===== config.mk =====
export PLATFORM = sky130hd
export DESIGN_NAME = gen_delay_queue
export DESIGN_NICKNAME = d
export VERILOG_FILES = /design/src/rtl/gen_delay_queue_pkg.sv /design/src/rtl/gen_delay_queue_mem.sv /design/src/rtl/gen_delay_queue.sv
export SDC_FILE = /design/constraint.sdc
export NUM_CORES = 1
export LEC_CHECK = 0
export ABC_AREA = 1
export ABC_CLOCK_PERIOD_IN_PS = 3660
export CORE_UTILIZATION = 45
export CTS_CLUSTER_DIAMETER = 40
export DETAILED_ROUTE_END_ITERATION = 6
export PLACE_DENSITY = 0.73
export SETUP_SLACK_MARGIN = 0.02
export SYNTH_ARGS = -nofsm -noshare
export SYNTH_HDL_FRONTEND = slang
export SYNTH_HIERARCHICAL = 1
export SYNTH_SLANG_ARGS = --single-unit

===== constraint.sdc =====
create_clock -name clk -period 3.66 [get_ports clk]
set_clock_uncertainty 0.2 [all_clocks]
set_input_delay 0.732 -clock clk [delete_from_list [all_inputs] [get_ports clk]]
set_output_delay 0.732 -clock clk [all_outputs]
set_load 0.05 [all_outputs]

===== src/rtl/gen_delay_queue_pkg.sv =====
// Shared definitions for the gen_delay_queue FIFO.
//   ptr_width() : index width for a ring of n entries (at least 1 bit)
//   count_t     : occupancy counter type (storage words + output register)
package gen_delay_queue_pkg;

    localparam int CNT_W = 16;

    typedef logic [CNT_W-1:0] count_t;

    // Single-entry rings still get a 1-bit pointer so no zero-width vectors appear.
    function automatic int ptr_width(input int n);
        return (n <= 1) ? 1 : $clog2(n);
    endfunction

endpackage


===== src/rtl/gen_delay_queue_mem.sv =====
// Storage ring for gen_delay_queue: NUM x WIDTH register array,
// one synchronous write port and one asynchronous read port.
//   clk      : clock
//   i_we     : write enable
//   i_waddr  : write index
//   i_wdata  : write word
//   i_raddr  : read index
//   o_rdata  : word at i_raddr (combinational)
module gen_delay_queue_mem #(
    parameter int WIDTH  = 8,
    parameter int NUM    = 5,
    parameter int ADDR_W = 3
) (
    input  logic              clk,
    input  logic              i_we,
    input  logic [ADDR_W-1:0] i_waddr,
    input  logic [WIDTH-1:0]  i_wdata,
    input  logic [ADDR_W-1:0] i_raddr,
    output logic [WIDTH-1:0]  o_rdata
);

    logic [WIDTH-1:0] r_mem [NUM];

    always_ff @(posedge clk) begin
        if (i_we) begin
            r_mem[i_waddr] <= i_wdata;
        end
    end

    // A read and write to the same slot in one cycle returns the old word,
    // which is what the head refill needs when the ring is full.
    assign o_rdata = r_mem[i_raddr];

endmodule


===== src/rtl/gen_delay_queue.sv =====
// gen_delay_queue: show-ahead synchronous FIFO with a registered head word.
// Capacity DEPTH words = (DEPTH-1)-entry storage ring + output register.
//   clk, rst : clock, asynchronous active-high reset
//   we, idata: write request and data
//   re       : pop request (effective only while oready=1)
//   wdata    : registered head word, valid when oready=1
//   oready   : head word valid
//   full     : count == DEPTH
//   empty    : count == 0
//   overflow : sticky dropped-write flag, present only when
//              GEN_DELAY_QUEUE_OVERFLOW_EN is defined
module gen_delay_queue
    import gen_delay_queue_pkg::*;
#(
    parameter int WIDTH = 8,
    parameter int DEPTH = 6
) (
    input  logic             clk,
    input  logic             rst,
    input  logic             we,
    input  logic [WIDTH-1:0] idata,
    input  logic             re,
    output logic [WIDTH-1:0] wdata,
    output logic             oready,
    output logic             full,
    output logic             empty
`ifdef GEN_DELAY_QUEUE_OVERFLOW_EN
    ,
    output logic             overflow
`endif
);

    localparam int NSTORE = DEPTH - 1;
    localparam int PTR_W  = ptr_width(NSTORE);
    localparam logic [PTR_W-1:0] LAST_PTR = PTR_W'(NSTORE - 1);

    function automatic logic [PTR_W-1:0] next_ptr(input logic [PTR_W-1:0] p);
        return (p == LAST_PTR) ? '0 : p + 1'b1;
    endfunction

    logic [PTR_W-1:0] r_wr_ptr;
    logic [PTR_W-1:0] r_rd_ptr;
    count_t           r_count;
    logic [WIDTH-1:0] r_wdata;
    logic             r_oready;
    logic             r_full;
    logic             r_empty;

    logic             w_pop;
    logic             w_wr_ok;
    count_t           w_store_cnt;
    logic             w_store_nz;
    logic             w_load_st;
    logic             w_bypass;
    logic             w_mem_we;
    count_t           w_cnt_next;
    logic [WIDTH-1:0] w_rdata;

    assign w_pop       = re & r_oready;
    assign w_wr_ok     = we & (~r_full | w_pop);
    assign w_store_cnt = r_count - count_t'(r_oready);
    assign w_store_nz  = (w_store_cnt != '0);

    // The head is refilled from storage whenever it is vacated or was never
    // loaded. A write only bypasses storage when a pop would otherwise leave
    // the head empty; writes into an idle queue go through storage, giving
    // the one-cycle write-to-head latency.
    assign w_load_st   = (w_pop | ~r_oready) & w_store_nz;
    assign w_bypass    = w_pop & ~w_store_nz & w_wr_ok;
    assign w_mem_we    = w_wr_ok & ~w_bypass;
    assign w_cnt_next  = r_count + count_t'(w_wr_ok) - count_t'(w_pop);

    gen_delay_queue_mem #(
        .WIDTH  (WIDTH),
        .NUM    (NSTORE),
        .ADDR_W (PTR_W)
    ) u_mem (
        .clk     (clk),
        .i_we    (w_mem_we),
        .i_waddr (r_wr_ptr),
        .i_wdata (idata),
        .i_raddr (r_rd_ptr),
        .o_rdata (w_rdata)
    );

    always_ff @(posedge clk or posedge rst) begin
        if (rst) begin
            r_wr_ptr <= '0;
            r_rd_ptr <= '0;
            r_count  <= '0;
            r_wdata  <= '0;
            r_oready <= 1'b0;
            r_full   <= 1'b0;
            r_empty  <= 1'b1;
        end else begin
            if (w_mem_we) begin
                r_wr_ptr <= next_ptr(r_wr_ptr);
            end
            if (w_load_st) begin
                r_rd_ptr <= next_ptr(r_rd_ptr);
                r_wdata  <= w_rdata;
                r_oready <= 1'b1;
            end else if (w_bypass) begin
                r_wdata  <= idata;
                r_oready <= 1'b1;
            end else if (w_pop) begin
                r_oready <= 1'b0;
            end
            r_count <= w_cnt_next;
            r_full  <= (w_cnt_next == count_t'(DEPTH));
            r_empty <= (w_cnt_next == '0);
        end
    end

`ifdef GEN_DELAY_QUEUE_OVERFLOW_EN
    logic r_overflow;

    always_ff @(posedge clk or posedge rst) begin
        if (rst) begin
            r_overflow <= 1'b0;
        end else if (we & r_full & ~w_pop) begin
            r_overflow <= 1'b1;
        end
    end

    assign overflow = r_overflow;
`endif

    assign wdata  = r_wdata;
    assign oready = r_oready;
    assign full   = r_full;
    assign empty  = r_empty;

endmodule


==> impl_results.md, run 1 <==
* Commonest cells in the netlist: nand2_1, inv_1, nand3_1, edfxtp_1, nor2_1
* Post-DP HPWL at 8050 um
* Setup ws final at 294 ps
* Yosys warns at 6
* P&R area growth vs syn at 13.3%
* Synth async-reset ratio at 45.2%
* Max VDD drop at 0.589 mV
* Via Count at 3997
* Starting DRC count in detailed routing at 234
* Max transition margin at 51.7%
* Final ANT Viol Nets at 0
* Primary FF master, synth: edfxtp_1
* CTS sink cnt at 73
* CTS tree: yes
* Hold-fix buffers, CTS at 0
* Post-synth top area cell: edfxtp_1
* Initial antenna violation count at 0
* Average size of a mapped cell at 7.68 um^2
* Final-report hold violation count at 0
* DIE AREA at 11000 um^2
* Die W at 105 um
* Vias per cell at 5.02
* Crit-path max FO at 2
* Flop pwr share at 26.9%
* Ports at 23
* Crit path kind: in2reg
* Final hold slack at 311 ps
* Placeable Area at 10300 um^2
* Placed cell count at 781
* Clk pwr share at 13.7%
* Worst-path clk slew at 80 ps
* Max Slew Vio Count at 0
* Leakage at 0.00274 uW
* Crit end category: register
* Final RePlAce weighted congestion at 0.916
* Final nets at 705
* Setup-failing EPs final at 0
* Grt ovf at 0
* Syn Nets at 668
* Final wirelength at 10700 um
* Pre-Repair DR Iteration Count at 5
* Post-layout minimum cycle time at 3370 ps
* First-pass GRT wire length at 17800 um
* PD cells at 904 nW/um^2
* Worst endpoint required time at 3700 ps
* Layout Utilization at 52.4%
* Root buffer cell: clkbuf_8
* # diodes at 0
* Share of the synthesized area in the top cell type at 25.3%
* Fin cells at 797
* Per-cell routed wire length at 13.4 um
* Layout cells sized above 1 at 7.11%
* Clock Path Buffers at 2
* RSZ-0062 raised after global routing: false
* Net switching power at 2440 uW
* Worst hold-check path type: reg2reg
* H-Tree Depth at 3
* Synth Register Bits at 73
* Outcome: finished, final reports clean
* Rows at 37
* Max-cap viol count at 0
* Setup Slack @ Placement at -21.3 ps
* Number of distinct library cells after synthesis at 35
* Fmax at 297 MHz
* Comb pwr share at 59.4%
* Post-Synthesis Cells at 619
* Largest net degree at the start of global routing at 34
* Total GRT Usage at 20.6%
* Mapped cell area at 4750 um^2
* Net Sw Frac at 50.1%
* # fillers at 936
* Internal power at 2430 uW
* Clk_lat worst skew at 350 ps
* Drc violations at 0
* Least-Margin Pin Slew at 725 ps
* CP arrival at 3410 ps
* Startpoint types: primary input
* Post-synth EDFFs at 40
* Post-synthesis sequential area ratio at 42.7%
* Die height at 105 um
* Top cells by area, synth: edfxtp_1, dfrtp_1, nand2_1
* Buffers on Ports at 22
* Total Power at 4870 uW
* Most common cell in the synthesized netlist: nand2_1
* Final period utilization at 92.0%
* Number of global-route vias before repair at 3927
* TritonCTS buffer count at 9
* Initial Util at 46.3%
-- power groups by stage --
| stage | Clock, uW | Combinational, uW | Sequential [uW] |
|---|---|---|---|
| after global placement | 0 | 2770 | 1310 |
| after global routing | 716 | 3280 | 1340 |
| final | 666 | 2890 | 1310 |
| after detailed placement | 0 | 2830 | 1320 |
| after CTS | 677 | 2860 | 1310 |
| after floorplan | 0 | 2100 | 1330 |
-- state kept, by name, indices dropped and copies added (netlist names) --
signal       flops
r_rd_ptr         3
wdata            8
oready           1
r_count         16
full             1
u_mem/r_mem     40
r_wr_ptr         3
empty            1
-- what timing repair did --
item                                    in CTS  in global routing
endpoints found under the hold margin        0                  0
endpoints found under the setup margin       0                 16
gates resized for setup                      0                  2
buffers inserted                             0                  0
-- metrics by stage --
stage | setup TNS [ps] | area [um^2]
CTS | 0 | 5380
global placement | 0 | 5170
finish | 0 | 5390
detailed placement | -23.4 | 5170
global route | 0 | 5390
floorplan | 0 | 4750
-- kinds of logic (layout without fill, tap and decap cells) --
group,count (synthesis),after routing,share of synthesized area (%)
and+or+nand+nor,330,330,30.0
DFF,73,73,42.7
AOI/OAI and AO/OA,43,43,4.74
buffers and inverters,124,166,10.5
adders and majority gates,37,37,9.89
xor gates and xnor gates,12,12,2.21
-- cell type report --
| type | instances | area [um^2] | area share (%) |
|---|---|---|---|
| tap | 136 | 170 | 3.16 |
| timing repair buffer | 33 | 303 | 5.62 |
| sequential | 73 | 2030 | 37.6 |
| clock buffer | 9 | 124 | 2.30 |
| inverter | 117 | 442 | 8.20 |
| multi-input combinational | 422 | 2240 | 41.5 |
| clock inverter | 7 | 83.8 | 1.56 |
-- critical path: stages --
cell and delay (ps):
clkdlybuf4s50_1 500, nand2_1 70, nand2_1 60, nand2_1 60, ha_1 260, inv_1 60
ha_1 160, inv_1 50, fa_1 390, inv_1 100, nand2_1 60, nand2_1 90
nand3_1 70, nand2_1 120, nand2_1 60, nand2_1 70, xor2_1 220, nor2_1 70
nand3_1 140, nor2_1 60
-- layer usage --
layer  GRT usage (%)  vias up  wire [um]
met5               0        -          0
met4            10.6        0        293
met3            2.56       23        412
met2            37.0      120       5390
met1            24.2     1834       4580
li1                -     2020          -
-- worst paths after layout --
path,from,end,slack (ps),cells after the start
max in group asynchronous,rst,empty,2350,3
min,wdata[6],wdata[6],310,2
max reg2reg,r_count[6],u_mem/r_mem[4][6],470,14
max,re,full,290,20
min reg2reg,wdata[6],wdata[6],310,2
min in group asynchronous,rst,wdata[0],560,3
-- cells in the final DEF, fill, tap and decap left out, types with 2 or more instances in the layout --
master	n
a21oi_1	17
nor2_2	3
inv_2	5
nand2_2	2
nor3_2	2
edfxtp_1	40
dfrtp_1	32
o21ai_1	3
inv_1	111
xor2_1	12
nor2_1	38
inv_6	3
nor4_1	3
clkbuf_8	9
nor2_4	2
nand2_1	200
nand3_1	64
ha_1	36
clkdlybuf4s50_1	22
nor3_1	5
buf_4	11
o21ai_0	19
nand4_1	4
nand4_4	2
No activity file was read; power rests on OpenSTA's default activity.
==> inputs of run 2 (changes only) <==
--- a/config.mk
+++ b/config.mk
@@ -7,6 +7,7 @@
 export LEC_CHECK = 0
 export ABC_AREA = 1
 export ABC_CLOCK_PERIOD_IN_PS = 3660
+export CORE_MARGIN = 3
 export CORE_UTILIZATION = 45
 export CTS_CLUSTER_DIAMETER = 40
 export DETAILED_ROUTE_END_ITERATION = 6
==> run 2 against run 1 <==
Net effect: largest power group unchanged; critical endpoint is now empty; design area is 0.84% lower; critical path depth decreased by 1; non-clock buffer count down 3; largest cell class unchanged; maximum frequency grew 0.89%; register-to-register slack improved by 60 ps; count of clock-buffer cells in the layout rose by 1.
==> impl_results.md, run 2 (synthesized netlist as in run 1, its figures left out) <==
* Max transition margin at 50.6% (was 51.7%)
* CTS sink cnt at 73 (unchanged)
* Largest net degree at the start of global routing at 34 (unchanged)
* Max Slew Vio Count at 0 (unchanged)
* Worst endpoint required time at 3760 ps (was 3700 ps)
* Initial Util at 47.5% (was 46.3%)
* Final wirelength at 10700 um (about the same)
* Die W at 109 um (was 105 um)
* # diodes at 0 (unchanged)
* Max VDD drop at 0.439 mV (was 0.589 mV)
* CP arrival at 3440 ps (was 3410 ps)
* P&R area growth vs syn at 12.4% (was 13.3%)
* Max reg flops at 40 (unchanged)
* Pre-Repair DR Iteration Count at 7 (was 5)
* Root buffer cell: clkbuf_8 (unchanged)
* Worst R2R Path Depth at 14 (unchanged)
* Critical Path Most Common Cell: nand2_1 (unchanged)
* Worst Setup SP: re (unchanged)
* Reg2reg start: r_count[6] (unchanged)
* Crit end category: register (unchanged)
* RSZ-0062 raised after global routing: false (unchanged)
* CTS tree: yes (unchanged)
* Layout cells sized above 1 at 6.38% (was 7.11%)
* R2R Path End: u_mem/r_mem[4][7] (was u_mem/r_mem[4][6])
* H-Tree Depth at 3 (unchanged)
* Largest stage delay, worst path at 480 ps (was 500 ps)
* # fillers at 919 (was 936)
* Worst-path clk slew at 80 ps (about the same)
* Flop2flop setup slack at 530 ps (was 470 ps)
* Final nets at 702 (was 705)
* Final period utilization at 91.2% (was 92.0%)
* Crit path buf inv count at 4 (unchanged)
* Grt ovf at 0 (unchanged)
* Buffers on Ports at 22 (unchanged)
* Ports at 23 (unchanged)
* Initial antenna violation count at 0 (unchanged)
* Final hold slack at 314 ps (was 311 ps)
* Commonest cells after routing, fill and taps aside: nand2_1, inv_1, nand3_1 (unchanged)
* Drc violations at 0 (unchanged)
* CP Cell Sequence: clkdlybuf4s50_1 > nand2_1 > nand2_1 > nand2_1 > ha_1 > inv_1 > ha_1 > inv_1 > fa_1 > inv_1 > nand2_1 > nand2_1 > nand3_1 > nand2_1 > xor2_1 > nand3_1 > nor2_1 > nand3_1 > nor2_1 (was clkdlybuf4s50_1 > nand2_1 > nand2_1 > nand2_1 > ha_1 > inv_1 > ha_1 > inv_1 > fa_1 > inv_1 > nand2_1 > nand2_1 > nand3_1 > nand2_1 > nand2_1 > nand2_1 > xor2_1 > nor2_1 > nand3_1 > nor2_1)
* Number of global-route vias before repair at 3866 (was 3927)
* Final-report hold violation count at 0 (unchanged)
* Rows at 36 (was 37)
* Vias per cell at 4.97 (was 5.02)
* Fmax at 300 MHz (was 297 MHz)
* Final RePlAce weighted congestion at 0.891 (was 0.916)
* Crit path kind: in2reg (unchanged)
* PD cells at 897 nW/um^2 (was 904 nW/um^2)
* Die height at 109 um (was 105 um)
* Top delay family on crit path: simple AND/OR/NAND/NOR gates (unchanged)
* DIE AREA at 11800 um^2 (was 11000 um^2)
* # Post-CTS Setup Buffers at 0 (unchanged)
* Final ANT Viol Nets at 0 (unchanged)
* Post-DP HPWL at 8270 um (was 8050 um)
* Max-cap viol count at 0 (unchanged)
* Placeable Area at 10000 um^2 (was 10300 um^2)
* Total Power at 4790 uW (was 4870 uW)
* Startpoint types: primary input (unchanged)
* Setup ws final at 323 ps (was 294 ps)
* Setup TNS at 0 ps (unchanged)
* CP endpoint: empty (was full)
* Total GRT Usage at 19.2% (was 20.6%)
* Setup Slack @ Placement at -12.0 ps (was -21.3 ps)
* Leakage at 0.00272 uW (was 0.00274 uW)
* Post-layout minimum cycle time at 3340 ps (was 3370 ps)
* Per-cell routed wire length at 13.5 um (was 13.4 um)
* Least-Margin Pin Slew at 740 ps (was 725 ps)
* Biggest register: u_mem/r_mem (unchanged)
* Clock Path Buffers at 2 (unchanged)
* Via Count at 3933 (was 3997)
* First-pass GRT wire length at 17800 um (about the same)
* Outcome: finished, final reports clean (unchanged)
* Setup-failing EPs final at 0 (unchanged)
* Clk_lat worst skew at 360 ps (was 350 ps)
* Most common cell after layout, fill and taps aside: nand2_1 (unchanged)
* Starting DRC count in detailed routing at 257 (was 234)
* Worst hold-check path type: reg2reg (unchanged)
* Slowest CP cell: clkdlybuf4s50_1 (unchanged)
* Hold Crit Depth at 2 (unchanged)
* TritonCTS buffer count at 9 (unchanged)
* CP Depth at 19 (was 20)
* Crit-path max FO at 3 (was 2)
run 2: how the worst min path moves through the flow:
stage,slack [ps],endpoint,startpoint
finish,310,wdata[3],wdata[3]
floorplan,300,r_wr_ptr[0],r_wr_ptr[0]
global route,350,wdata[7],wdata[7]
detailed placement,300,wdata[3],wdata[3]
global placement,300,wdata[3],wdata[3]
CTS,320,wdata[3],wdata[3]
run 2: what timing repair did:
action | in CTS | in global routing
endpoints found under the setup margin | 0 | 8
resized for setup | 0 | 1
hold buffers | 0 | 0
endpoints found under the hold margin | 0 | 0
run 2: layer usage:
metal | routed length (um) | global-route usage, % | vias up | share of wire, %
li1 | - | - | 2010 | -
met1 | 4650 | 22.9 | 1799 | 44
met2 | 5320 | 34.2 | 104 | 50
met3 | 458 | 3.02 | 20 | 4.3
met4 | 240 | 8.39 | 0 | 2.2
met5 | 0 | 0 | - | 0
run 2: worst min-delay path, stage by stage (launching register included):
cell     delay (ps)
dfrtp_1         350
nand3_1          70
nand2_1          70
run 2: stage by stage:
stage	utilization [%]	cells	cell area, um^2
2_1_floorplan	-	619	4750
3_3_place_gp	51.4	775	5140
3_5_place_dp	51.4	775	5140
4_1_cts	53.4	791	5340
5_1_grt	53.4	791	5340
6_report	53.4	791	5340
run 2: final cells by class:
cell class                      instances  area [um^2]  area share [%]
Timing Repair Buffer                   30          280            5.25
Inverter                              117          442            8.27
Sequential cell                        73         2030            38.0
Clock buffer                           10          128            2.39
Multi-Input combinational cell        422         2230            41.8
Clock inverter                          6         66.3            1.24
Tap cell                              133          166            3.11
run 2: power by group:
part	leakage [uW]	switching, uW	total [uW]	internal (uW)
registers	0.000759	207	1310	1110
logic	0.00187	1880	2850	966
clock network	0.0000889	318	634	316
total	0.00272	2410	4790	2390
==> inputs of run 3 (changes only) <==
--- a/config.mk
+++ b/config.mk
@@ -9,9 +9,7 @@
 export ABC_CLOCK_PERIOD_IN_PS = 3660
 export CORE_MARGIN = 3
 export CORE_UTILIZATION = 45
-export CTS_CLUSTER_DIAMETER = 40
 export DETAILED_ROUTE_END_ITERATION = 6
-export PLACE_DENSITY = 0.73
 export SETUP_SLACK_MARGIN = 0.02
 export SYNTH_ARGS = -nofsm -noshare
 export SYNTH_HDL_FRONTEND = slang
==> run 3 against run 2 <==
Net effect: critical endpoint is now full; global-route usage increased by 0.71 points; via count decreased by 1.1%; first-iteration DRC count decreased by 19%; largest cell class unchanged; routed wire length increased by 0.95%; core utilization increased by 1.1 points; maximum frequency decreased by 1.3%.
==> impl_results.md, run 3 (synthesized netlist as in run 1, its figures left out) <==
* Outcome: finished, final reports clean (unchanged)
* H-Tree Depth at 3 (unchanged)
* Reg2reg start: oready (was r_count[6])
* Setup-failing EPs final at 0 (unchanged)
* Initial antenna violation count at 0 (unchanged)
* Setup ws final at 279 ps (was 323 ps)
* CP Cell Sequence: clkdlybuf4s50_1 > nand2_1 > nand2_1 > nand2_1 > ha_1 > inv_1 > ha_1 > inv_1 > fa_1 > inv_1 > nand2_1 > nand2_1 > nand3_1 > nand2_1 > xor2_1 > nand3_1 > nor2_1 > nand3_1 > nor2_1 (unchanged)
* Placeable Area at 10000 um^2 (unchanged)
* Final-report hold violation count at 0 (unchanged)
* Max Slew Vio Count at 0 (unchanged)
* Max reg flops at 40 (unchanged)
* Root buffer cell: clkbuf_8 (unchanged)
* Crit path kind: in2reg (unchanged)
* Max VDD drop at 0.611 mV (was 0.439 mV)
* CTS sink cnt at 73 (unchanged)
* Worst Setup SP: re (unchanged)
* Initial Util at 47.5% (unchanged)
* Post-DP HPWL at 8470 um (was 8270 um)
* CP arrival at 3450 ps (was 3440 ps)
* Total GRT Usage at 20.0% (was 19.2%)
* Rows at 36 (unchanged)
* Setup TNS at 0 ps (unchanged)
* Per-cell routed wire length at 13.5 um (about the same)
* Flop2flop setup slack at 520 ps (was 530 ps)
* CP Depth at 19 (unchanged)
* Fmax at 296 MHz (was 300 MHz)
* CP endpoint: full (was empty)
* TritonCTS buffer count at 9 (unchanged)
* Leakage at 0.00278 uW (was 0.00272 uW)
* Pre-Repair DR Iteration Count at 4 (was 7)
* Largest net degree at the start of global routing at 34 (unchanged)
* Number of global-route vias before repair at 3973 (was 3866)
* Top delay family on crit path: simple AND/OR/NAND/NOR gates (unchanged)
* P&R area growth vs syn at 14.7% (was 12.4%)
* Crit path buf inv count at 4 (unchanged)
* Max-cap viol count at 0 (unchanged)
* Final nets at 707 (was 702)
* Sequential cell area at 2030 um^2 (unchanged)
* Via Count at 3891 (was 3933)
* Vias per cell at 4.89 (was 4.97)
* Max transition margin at 50.1% (was 50.6%)
* Worst-path clk slew at 80 ps (about the same)
* PD cells at 926 nW/um^2 (was 897 nW/um^2)
* Worst R2R Path Depth at 13 (was 14)
* Startpoint types: primary input (unchanged)
* # fillers at 960 (was 919)
* Die height at 109 um (unchanged)
* Clock Path Buffers at 2 (unchanged)
* Worst hold-check path type: reg2reg (unchanged)
* Post-layout minimum cycle time at 3380 ps (was 3340 ps)
* Clk_lat worst skew at 340 ps (was 360 ps)
* Drc violations at 0 (unchanged)
* Ports at 23 (unchanged)
* First-pass GRT wire length at 18500 um (was 17800 um)
* Most common cell after layout, fill and taps aside: nand2_1 (unchanged)
* RSZ-0062 raised after global routing: false (unchanged)
* Final period utilization at 92.4% (was 91.2%)
* Crit-path max FO at 2 (was 3)
* Crit end category: register (unchanged)
* Final ANT Viol Nets at 0 (unchanged)
* # diodes at 0 (unchanged)
* Layout cells sized above 1 at 7.69% (was 6.38%)
* Grt ovf at 0 (unchanged)
* Final wirelength at 10800 um (was 10700 um)
* Critical Path Most Common Cell: nand2_1 (unchanged)
* Commonest cells after routing, fill and taps aside: nand2_1, inv_1, nand3_1 (unchanged)
* Biggest register: u_mem/r_mem (unchanged)
* Starting DRC count in detailed routing at 208 (was 257)
* Setup Slack @ Placement at -91.0 ps (was -12.0 ps)
* Least-Margin Pin Slew at 748 ps (was 740 ps)
* Footprint of the multi-input gates at 2250 um^2 (was 2230 um^2)
* R2R Path End: u_mem/r_mem[1][1] (was u_mem/r_mem[4][7])
* DIE AREA at 11800 um^2 (unchanged)
* Buffers on Ports at 22 (unchanged)
* Worst endpoint required time at 3730 ps (was 3760 ps)
* Die W at 109 um (unchanged)
* Final RePlAce weighted congestion at 0.901 (was 0.891)
* CTS tree: yes (unchanged)
* Slowest CP cell: clkdlybuf4s50_1 (unchanged)
* Largest stage delay, worst path at 480 ps (about the same)
* Total Power at 5050 uW (was 4790 uW)
==> run 3: routing by layer <==
layer / wire length (um) / GRT usage [%] / share of wire [%] / vias to the layer above
li1: - / - / - / 2024
met1: 4830 / 24.6 / 45 / 1802
met2: 5410 / 35.3 / 50 / 44
met3: 218 / 3.14 / 2.0 / 21
met5: 0 / 0 / 0 / -
met4: 314 / 7.12 / 2.9 / 0
==> run 3: worst min path at each step <==
stage | start | to | cells after the start
CTS | wdata[1] | wdata[1] | 2
global placement | wdata[7] | wdata[7] | 2
finish | wdata[3] | wdata[3] | 2
global route | wdata[0] | wdata[0] | 2
detailed placement | wdata[1] | wdata[1] | 2
floorplan | r_wr_ptr[0] | r_wr_ptr[0] | 2
==> run 3: tightest hold or removal path, stage by stage (launching register included) <==
cell     delay (ps)
dfrtp_1         350
nand3_1          70
nand2_1          70
==> run 3: repair_timing <==
item | in CTS | in global routing
resized for setup | 0 | 5
hold buffers | 0 | 0
setup endpoints to repair | 0 | 18
setup buffers | 0 | 0
endpoints found under the hold margin | 0 | 0
==> run 3: area by class of cell <==
class,count,share of cell area [%]
Clock buffer,10,2.34
Clock inverter,6,2.11
Inverter,117,8.10
Multi-Input combinational cell,422,41.4
Sequential cell,73,37.2
Tap cell,133,3.05
Timing Repair Buffer,35,5.83
==> run 3: power by group <==
| part | total, uW | leakage [uW] | internal [uW] | switching (uW) |
|---|---|---|---|---|
| Clock | 775 | 0.000117 | 457 | 318 |
| Combinational | 2980 | 0.00190 | 1050 | 1930 |
| Sequential | 1290 | 0.000759 | 1110 | 184 |
| Total | 5050 | 0.00278 | 2610 | 2430 |
==> run 3: through the flow <==
| step | cell area [um^2] | utilization, % | cells | hold slack [ps] |
|---|---|---|---|---|
| after floorplan | 4750 | - | 619 | 301 |
| after global placement | 5180 | 51.8 | 780 | 295 |
| after detailed placement | 5180 | 51.8 | 780 | 298 |
| after CTS | 5420 | 54.2 | 796 | 320 |
| after global routing | 5450 | 54.5 | 796 | 343 |
| final | 5450 | 54.5 | 796 | 318 |
